File: src/rtl/clk_gen_ds_ctrl.sv
// Select/reset sequencer for the clock-generator/downsampler toplevel.
// Optional macro CLK_GEN_DS_CTRL_SKIP_SAME_EN: a request equal to the current select completes without a reset sequence.
module clk_gen_ds_ctrl #(
    parameter int unsigned reset_cycles_p  = 4,
    parameter int unsigned settle_cycles_p = 8,
    parameter logic [7:0]  init_select_p   = 8'h00
) (
    input  logic       clk_i,
    input  logic       reset_i,
    input  logic       req_v_i,
    input  logic [7:0] req_select_i,
    output logic       req_ready_o,
    output logic [7:0] select_o,
    output logic       clk_reset_o,
    output logic       ds_reset_o,
    output logic       busy_o,
    output logic       done_o
);

    localparam int unsigned MaxCycles = (reset_cycles_p > settle_cycles_p) ? reset_cycles_p : settle_cycles_p;
    localparam int unsigned CntW      = $clog2(MaxCycles + 1);
    localparam logic [CntW-1:0] ResetCnt  = CntW'(reset_cycles_p);
    localparam logic [CntW-1:0] SettleCnt = CntW'(settle_cycles_p);
    localparam logic [CntW-1:0] LastCnt   = CntW'(1);

    typedef enum logic [1:0] {
        HOLD,
        SETTLE,
        IDLE
    } state_e;

    state_e          state_q, state_d;
    logic [CntW-1:0] cnt_q, cnt_d;
    logic [7:0]      select_q, select_d;
    logic            clkReset_q, clkReset_d;
    logic            dsReset_q, dsReset_d;
    logic            ready_q, ready_d;
    logic            busy_q, busy_d;
    logic            done_q, done_d;
    logic            startSeq;

    // Every output is computed one cycle ahead so that the ports come straight from flops.
    always_comb begin
        state_d    = state_q;
        cnt_d      = cnt_q;
        select_d   = select_q;
        clkReset_d = clkReset_q;
        dsReset_d  = dsReset_q;
        ready_d    = ready_q;
        busy_d     = busy_q;
        done_d     = 1'b0;
        startSeq   = 1'b0;

        case (state_q)
            HOLD: begin
                if (cnt_q == LastCnt) begin
                    state_d    = SETTLE;
                    cnt_d      = SettleCnt;
                    clkReset_d = 1'b0;
                end else begin
                    cnt_d = cnt_q - LastCnt;
                end
            end
            SETTLE: begin
                if (cnt_q == LastCnt) begin
                    state_d   = IDLE;
                    dsReset_d = 1'b0;
                    ready_d   = 1'b1;
                    busy_d    = 1'b0;
                    done_d    = 1'b1;
                end else begin
                    cnt_d = cnt_q - LastCnt;
                end
            end
            IDLE: begin
                if (req_v_i && ready_q) begin
`ifdef CLK_GEN_DS_CTRL_SKIP_SAME_EN
                    if (req_select_i == select_q) begin
                        done_d = 1'b1;
                    end else begin
                        startSeq = 1'b1;
                    end
`else
                    startSeq = 1'b1;
`endif
                end
            end
            default: begin
                startSeq = 1'b1;
            end
        endcase

        // The generator reset is raised together with the new select so the downsampler never sees a live clock on a stale tap.
        if (startSeq) begin
            state_d    = HOLD;
            cnt_d      = ResetCnt;
            clkReset_d = 1'b1;
            dsReset_d  = 1'b1;
            ready_d    = 1'b0;
            busy_d     = 1'b1;
            if (state_q == IDLE) begin
                select_d = req_select_i;
            end else begin
                select_d = init_select_p;
            end
        end
    end

    always_ff @(posedge clk_i) begin
        if (reset_i) begin
            state_q    <= HOLD;
            cnt_q      <= ResetCnt;
            select_q   <= init_select_p;
            clkReset_q <= 1'b1;
            dsReset_q  <= 1'b1;
            ready_q    <= 1'b0;
            busy_q     <= 1'b1;
            done_q     <= 1'b0;
        end else begin
            state_q    <= state_d;
            cnt_q      <= cnt_d;
            select_q   <= select_d;
            clkReset_q <= clkReset_d;
            dsReset_q  <= dsReset_d;
            ready_q    <= ready_d;
            busy_q     <= busy_d;
            done_q     <= done_d;
        end
    end

    assign req_ready_o = ready_q;
    assign select_o    = select_q;
    assign clk_reset_o = clkReset_q;
    assign ds_reset_o  = dsReset_q;
    assign busy_o      = busy_q;
    assign done_o      = done_q;

endmodule

File: config.mk
export PLATFORM = sky130hd
export DESIGN_NAME = clk_gen_ds_ctrl
export DESIGN_NICKNAME = d
export VERILOG_FILES = /design/src/rtl/clk_gen_ds_ctrl.sv
export SDC_FILE = /design/constraint.sdc
export NUM_CORES = 1
export LEC_CHECK = 0
export ABC_AREA = 1
export BUFFER_PORTS_ARGS = -buffer_cell sky130_fd_sc_hd__buf_2
export CORE_ASPECT_RATIO = 1.25
export CORE_UTILIZATION = 45
export DETAILED_ROUTE_END_ITERATION = 6
export PLACE_DENSITY = 0.72
export SETUP_SLACK_MARGIN = 0.02
export SLEW_MARGIN = 25
export SYNTH_ARGS = -nofsm -noshare
export SYNTH_HDL_FRONTEND = slang
export SYNTH_SLANG_ARGS = --single-unit
File: constraint.sdc
create_clock -name clk_i -period 2.4 [get_ports clk_i]
set_input_delay 0.24 -clock clk_i [delete_from_list [all_inputs] [get_ports clk_i]]
set_output_delay 0.24 -clock clk_i [all_outputs]
set_load 0.1 [all_outputs]
* Yosys cells after proc, flatten, opt, wreduce, memory -nomap -nowiden
Index checks and enable logic that the tools add are counted.
Storage, ports and cells: register bits after elaboration 18, input bits 11, output and inout port bits 13, logic and storage cells 35
Cells by class: add/subtract/negate cells 1, equal/unequal tests 6, multiplexer cells 10, bitwise operators 1, reductions and logical operators 10
Operator list (number):
- two-way mux 4 bit | 2
- two-way mux 8 bit | 1
- case mux 4 bit (2 select lines) | 1
- != test 2 bit (second input constant) | 3
- AND reduction 2 bit | 3
- OR reduction 2 bit | 3
- equality test 4 x 1 -> 1 bit (second input constant) | 1
- two-way mux 2 bit | 2
- case mux 2 bit (2 select lines) | 1
- subtractor 4 x 1 -> 4 bit (second input constant) | 1
- AND reduction 3 bit | 1
- equality test 2 x 1 -> 1 bit (second input constant) | 1
- equality test 2 bit (second input constant) | 1
- logical NOT 2 bit | 1
- two-way mux 1 bit | 2
- case mux 1 bit (2 select lines) | 1
- nonzero test 2 bit | 1
- logical AND 1 bit | 1
- inverter 1 bit | 1

* Longest topological paths before layout
depth in word-level cells 4, gate-level depth with buffers 8, depth with buffers taken out 8

* Least setup slack after synthesis
No wires, ideal clock.
path kind flip-flop to flip-flop, start reg ready_q (netlist: req_ready_o), end reg select_q[0] (netlist: select_o[0]), library setup time 120 ps, arrival time 1728 ps, required time 2280 ps, slack 551 ps, stages on the path, launching flop included 7, buffers on the path 1, period minus slack after synthesis 1849 ps, cell sequence dfxtp_1 > nand2_1 > a21oi_2 > nor2_4 > buf_6 > nand2_1 > o21ai_1
Between the ends: word-level cells in the longest chain between the ends 3
Ends and longest elaborated chain:
- start, declared | line 37 | logic ready_q, ready_d;
- start signal, assigned | line 125 | ready_q <= ready_d;
- logical AND 1 bit | line 76 | if (req_v_i && ready_q) begin
- two-way mux 1 bit | line 76
- case mux 1 bit (2 select lines) | line 54 | case (state_q)
- end signal, assigned | line 113 | select_q <= init_select_p;
- end signal, assigned | line 122 | select_q <= select_d;
- end, declared | line 34 | logic [7:0] select_q, select_d;
Every way passes these cells. A chain may end at the register's enable or synchronous reset.

* Worst setup path after layout
start reg ready_q (netlist: req_ready_o), end out req_ready_o
RTL lines:
- end, declared | line 12 | output logic req_ready_o,
No word-level cell between the ends.

==> results.json <==
{
  "clock-root-buffer": "clkbuf_4",
  "layoutNonFillerInstCount": 134,
  "hold-path-endpoint": "select_o[6]",
  "die_area_um2": 1880,
  "crit_buf_inv": 1,
  "routedLengthMet1_um": 611,
  "syn-num-nets": 105,
  "clk_path_buf_depth": 2,
  "detailroute.wirelength.met3_um": 47,
  "max_slew.worst_pin.slew_ps": 486,
  "min-delay-start": "req_select_i[6]",
  "leading_cell_types_in_the_layout_fill_and_taps_excluded": "29 x nand2_1, 23 x buf_2, 18 x dfxtp_1",
  "syn_area_um2": 768,
  "synth.top_cells.by_area": "dfxtp_1 47%, nand2_1 14%, o21ai_1 5.2%, ha_1 3.3%, nand3_1 3.3%",
  "grt_first_pass_wirelength_mm": 1.99,
  "drt_first_pass_iters": 4,
  "syn2layout_area_growth_pct": 18.7,
  "place_congestion": 0.820,
  "cts_sinks": 18,
  "r2r-end": "cnt_q[3]",
  "drc": 0,
  "drt-initial-drc-count": 13,
  "final_min_period_over_clock_period_pct": 55.9,
  "nNetsFinal": 130,
  "grt_antenna_before_repair": 0,
  "maxCapViolCount": 0,
  "fillCellCount": 150,
  "fin_util_pct": 57.7,
  "max-slew-margin-rel_pct": 67.8,
  "run_status": "complete, no violations",
  "die_width_um": 39.0,
  "core_area_um2": 1580,
  "yosys.cell_types.count": 22,
  "final_critical_path_setup_slack_ps": 1060,
  "critical_path.max_fanout": 3,
  "critical_path_arrival_ps": 1100,
  "antenna_left": 0,
  "worst_setup_path_start_kind": "flip-flop",
  "netlist.area_leader.share_pct": 46.9,
  "layout.cell_area.non_filler_um2": 912,
  "maximum_number_of_pins_on_one_net_before_global_route_repair": 15,
  "worstHoldPathCells": 3,
  "dr.max_layer_used": "met4",
  "worstSkewPairLatency_ps": 290,
  "crit_type": "flip-flop to output port",
  "timing.critical_path.slowest_cell_delay_ps": 440,
  "cts-resized-gates": 0,
  "grt_use_total_pct": 15.2,
  "dpl.cell_count": 130,
  "seq_area_um2": 360,
  "rr_startpoint": "cnt_q[1]",
  "cts-htree-levels": 1,
  "min-delay-path-class": "input pin to flip-flop",
  "power_per_cell_area_nw_per_um2": 717,
  "timing.final.crit_period_ps": 1340,
  "cp_top_family": "buffers and inverters",
  "setup_viol": 0,
  "wl_met2_um": 660,
  "cellLeakagePower_nw": 0.413,
  "timing.reg2reg.worst_path_depth": 8,
  "start_util_pct": 48.6,
  "unrepaired_setup_endpoints_after_global_routing": "false",
  "fin_tns_setup_ps": 0,
  "worstPathRequired_ps": 2160,
  "routed-via-count": 643,
  "worst_path_cell_chain": "buf_2",
  "route.detailed.vias_per_inst": 4.80,
  "die_h_um": 48.2,
  "placed_area_um2": 876,
  "dp_slack_ps": 1180,
  "port-buffer-count": 23,
  "clkTransAtPathRegs_ps": 100,
  "r2r_slack_ps": 1170,
  "multi_input_comb_area_um2": 342,
  "maxSlewViolCount": 0,
  "vias_in_the_first_global_route": 501,
  "mostFrequentLayoutCell": "nand2_1",
  "crit_path_end_kind": "output port",
  "syn_inst": 92,
  "critical-path-slowest-cell": "buf_2",
  "top_level_ports": 24,
  "drive_above_1_share_pct": 34.5,
  "post_cts.repair.setup_buffers": 0,
  "placement_rows": 16,
  "ctsHoldBuffers": 0,
  "synthDominantAreaCellType": "dfxtp_1",
  "clock_skew_ps": 2.98,
  "vdd_drop_max_v": 0.000329,
  "synth-seq-area-share_pct": 46.9,
  "ys_ff_latch": 18,
  "clock.fmax_mhz": 746,
  "numCtsBuffers": 3,
  "post_synth.cell_area_avg_um2": 8.35,
  "globalRoute.totalOverflow": 0,
  "clock_tree_from_tritoncts": "built",
  "antenna-diode-count": 0,
  "hold_viol_final": 0,
  "route.detailed.wl_per_inst_um": 9.93,
  "place_hpwl_mm": 1.03,
  "yosys_synthesis_warning_count": 0,
  "drt-total-wl_mm": 1.33
}
==> Yosys cell counts <==
cell,number
a21oi_1,3
a21oi_2,2
buf_4,1
buf_6,2
clkinv_1,1
dfxtp_1,18
ha_1,2
inv_1,4
inv_2,3
inv_4,1
nand2_1,29
nand2_2,1
nand2_4,1
nand3_1,5
nand3_4,1
nand4_1,1
nor2_1,4
nor2_2,1
nor2_4,2
nor3_4,1
o21ai_1,8
xor2_1,1
==> how the worst max path moves through the flow <==
stage	start	to	slack, ps	cells after the start
final	req_ready_o	req_ready_o	1060	1
after global routing	req_ready_o	req_ready_o	990	1
after CTS	req_ready_o	req_ready_o	1040	1
after detailed placement	cnt_q[1]	cnt_q[3]	1180	8
after global placement	req_v_i	state_q[0]	1230	6
after floorplan	req_ready_o	select_o[0]	550	6
==> tightest hold or removal path, delay by kind of cell <==
kind | cells | cell delay [ps]
and+or+nand+nor | 1 | 50
buffers and inverters | 1 | 90
AOI/OAI and AO/OA | 1 | 50
==> cells by family (layout without fill, tap and decap cells) <==
group / Yosys count / after routing / synth area share (%)
AOI/OAI and AO/OA: 13 / 13 / 9.45
xor gates and xnor gates: 1 / 1 / 1.14
adders and majority gates: 2 / 2 / 3.26
buffers and inverters: 12 / 36 / 8.63
DFF: 18 / 18 / 46.9
and+or+nand+nor: 46 / 46 / 30.6
==> layout make-up <==
cell class | instances | area share [%]
flip-flops and latches | 18 | 39.5
multi-input cells | 62 | 37.4
repair buffers | 23 | 12.6
clock buffers | 4 | 3.98
inverters | 9 | 3.98
well taps | 18 | 2.47
==> power by group <==
part,internal (W),switching [W],total [W]
Combinational,0.0000468,0.0000853,0.000132
Clock,0.0000923,0.0000904,0.000183
Sequential,0.000321,0.0000184,0.000339
==> routing by layer <==
metal / up-vias / GRT usage, %
li1: 340 / -
met5: - / 0
met3: 2 / 4.11
met1: 284 / 19.0
met2: 17 / 24.7
met4: 0 / 6.21
==> state kept, by name (all words and copies together) (netlist names) <==
signal and count:
select_o 8, req_ready_o 1, clk_reset_o 1, state_q 2
busy_o 1, done_o 1, cnt_q 4
==> through the flow <==
stage / power [W] / hold slack [ps]
after global placement: 0.000476 / 440
after detailed placement: 0.000479 / 442
after global routing: 0.000691 / 177
after CTS: 0.000666 / 167
final: 0.000654 / 179
after floorplan: 0.000457 / 379
No activity file was read; power rests on OpenSTA's default activity.
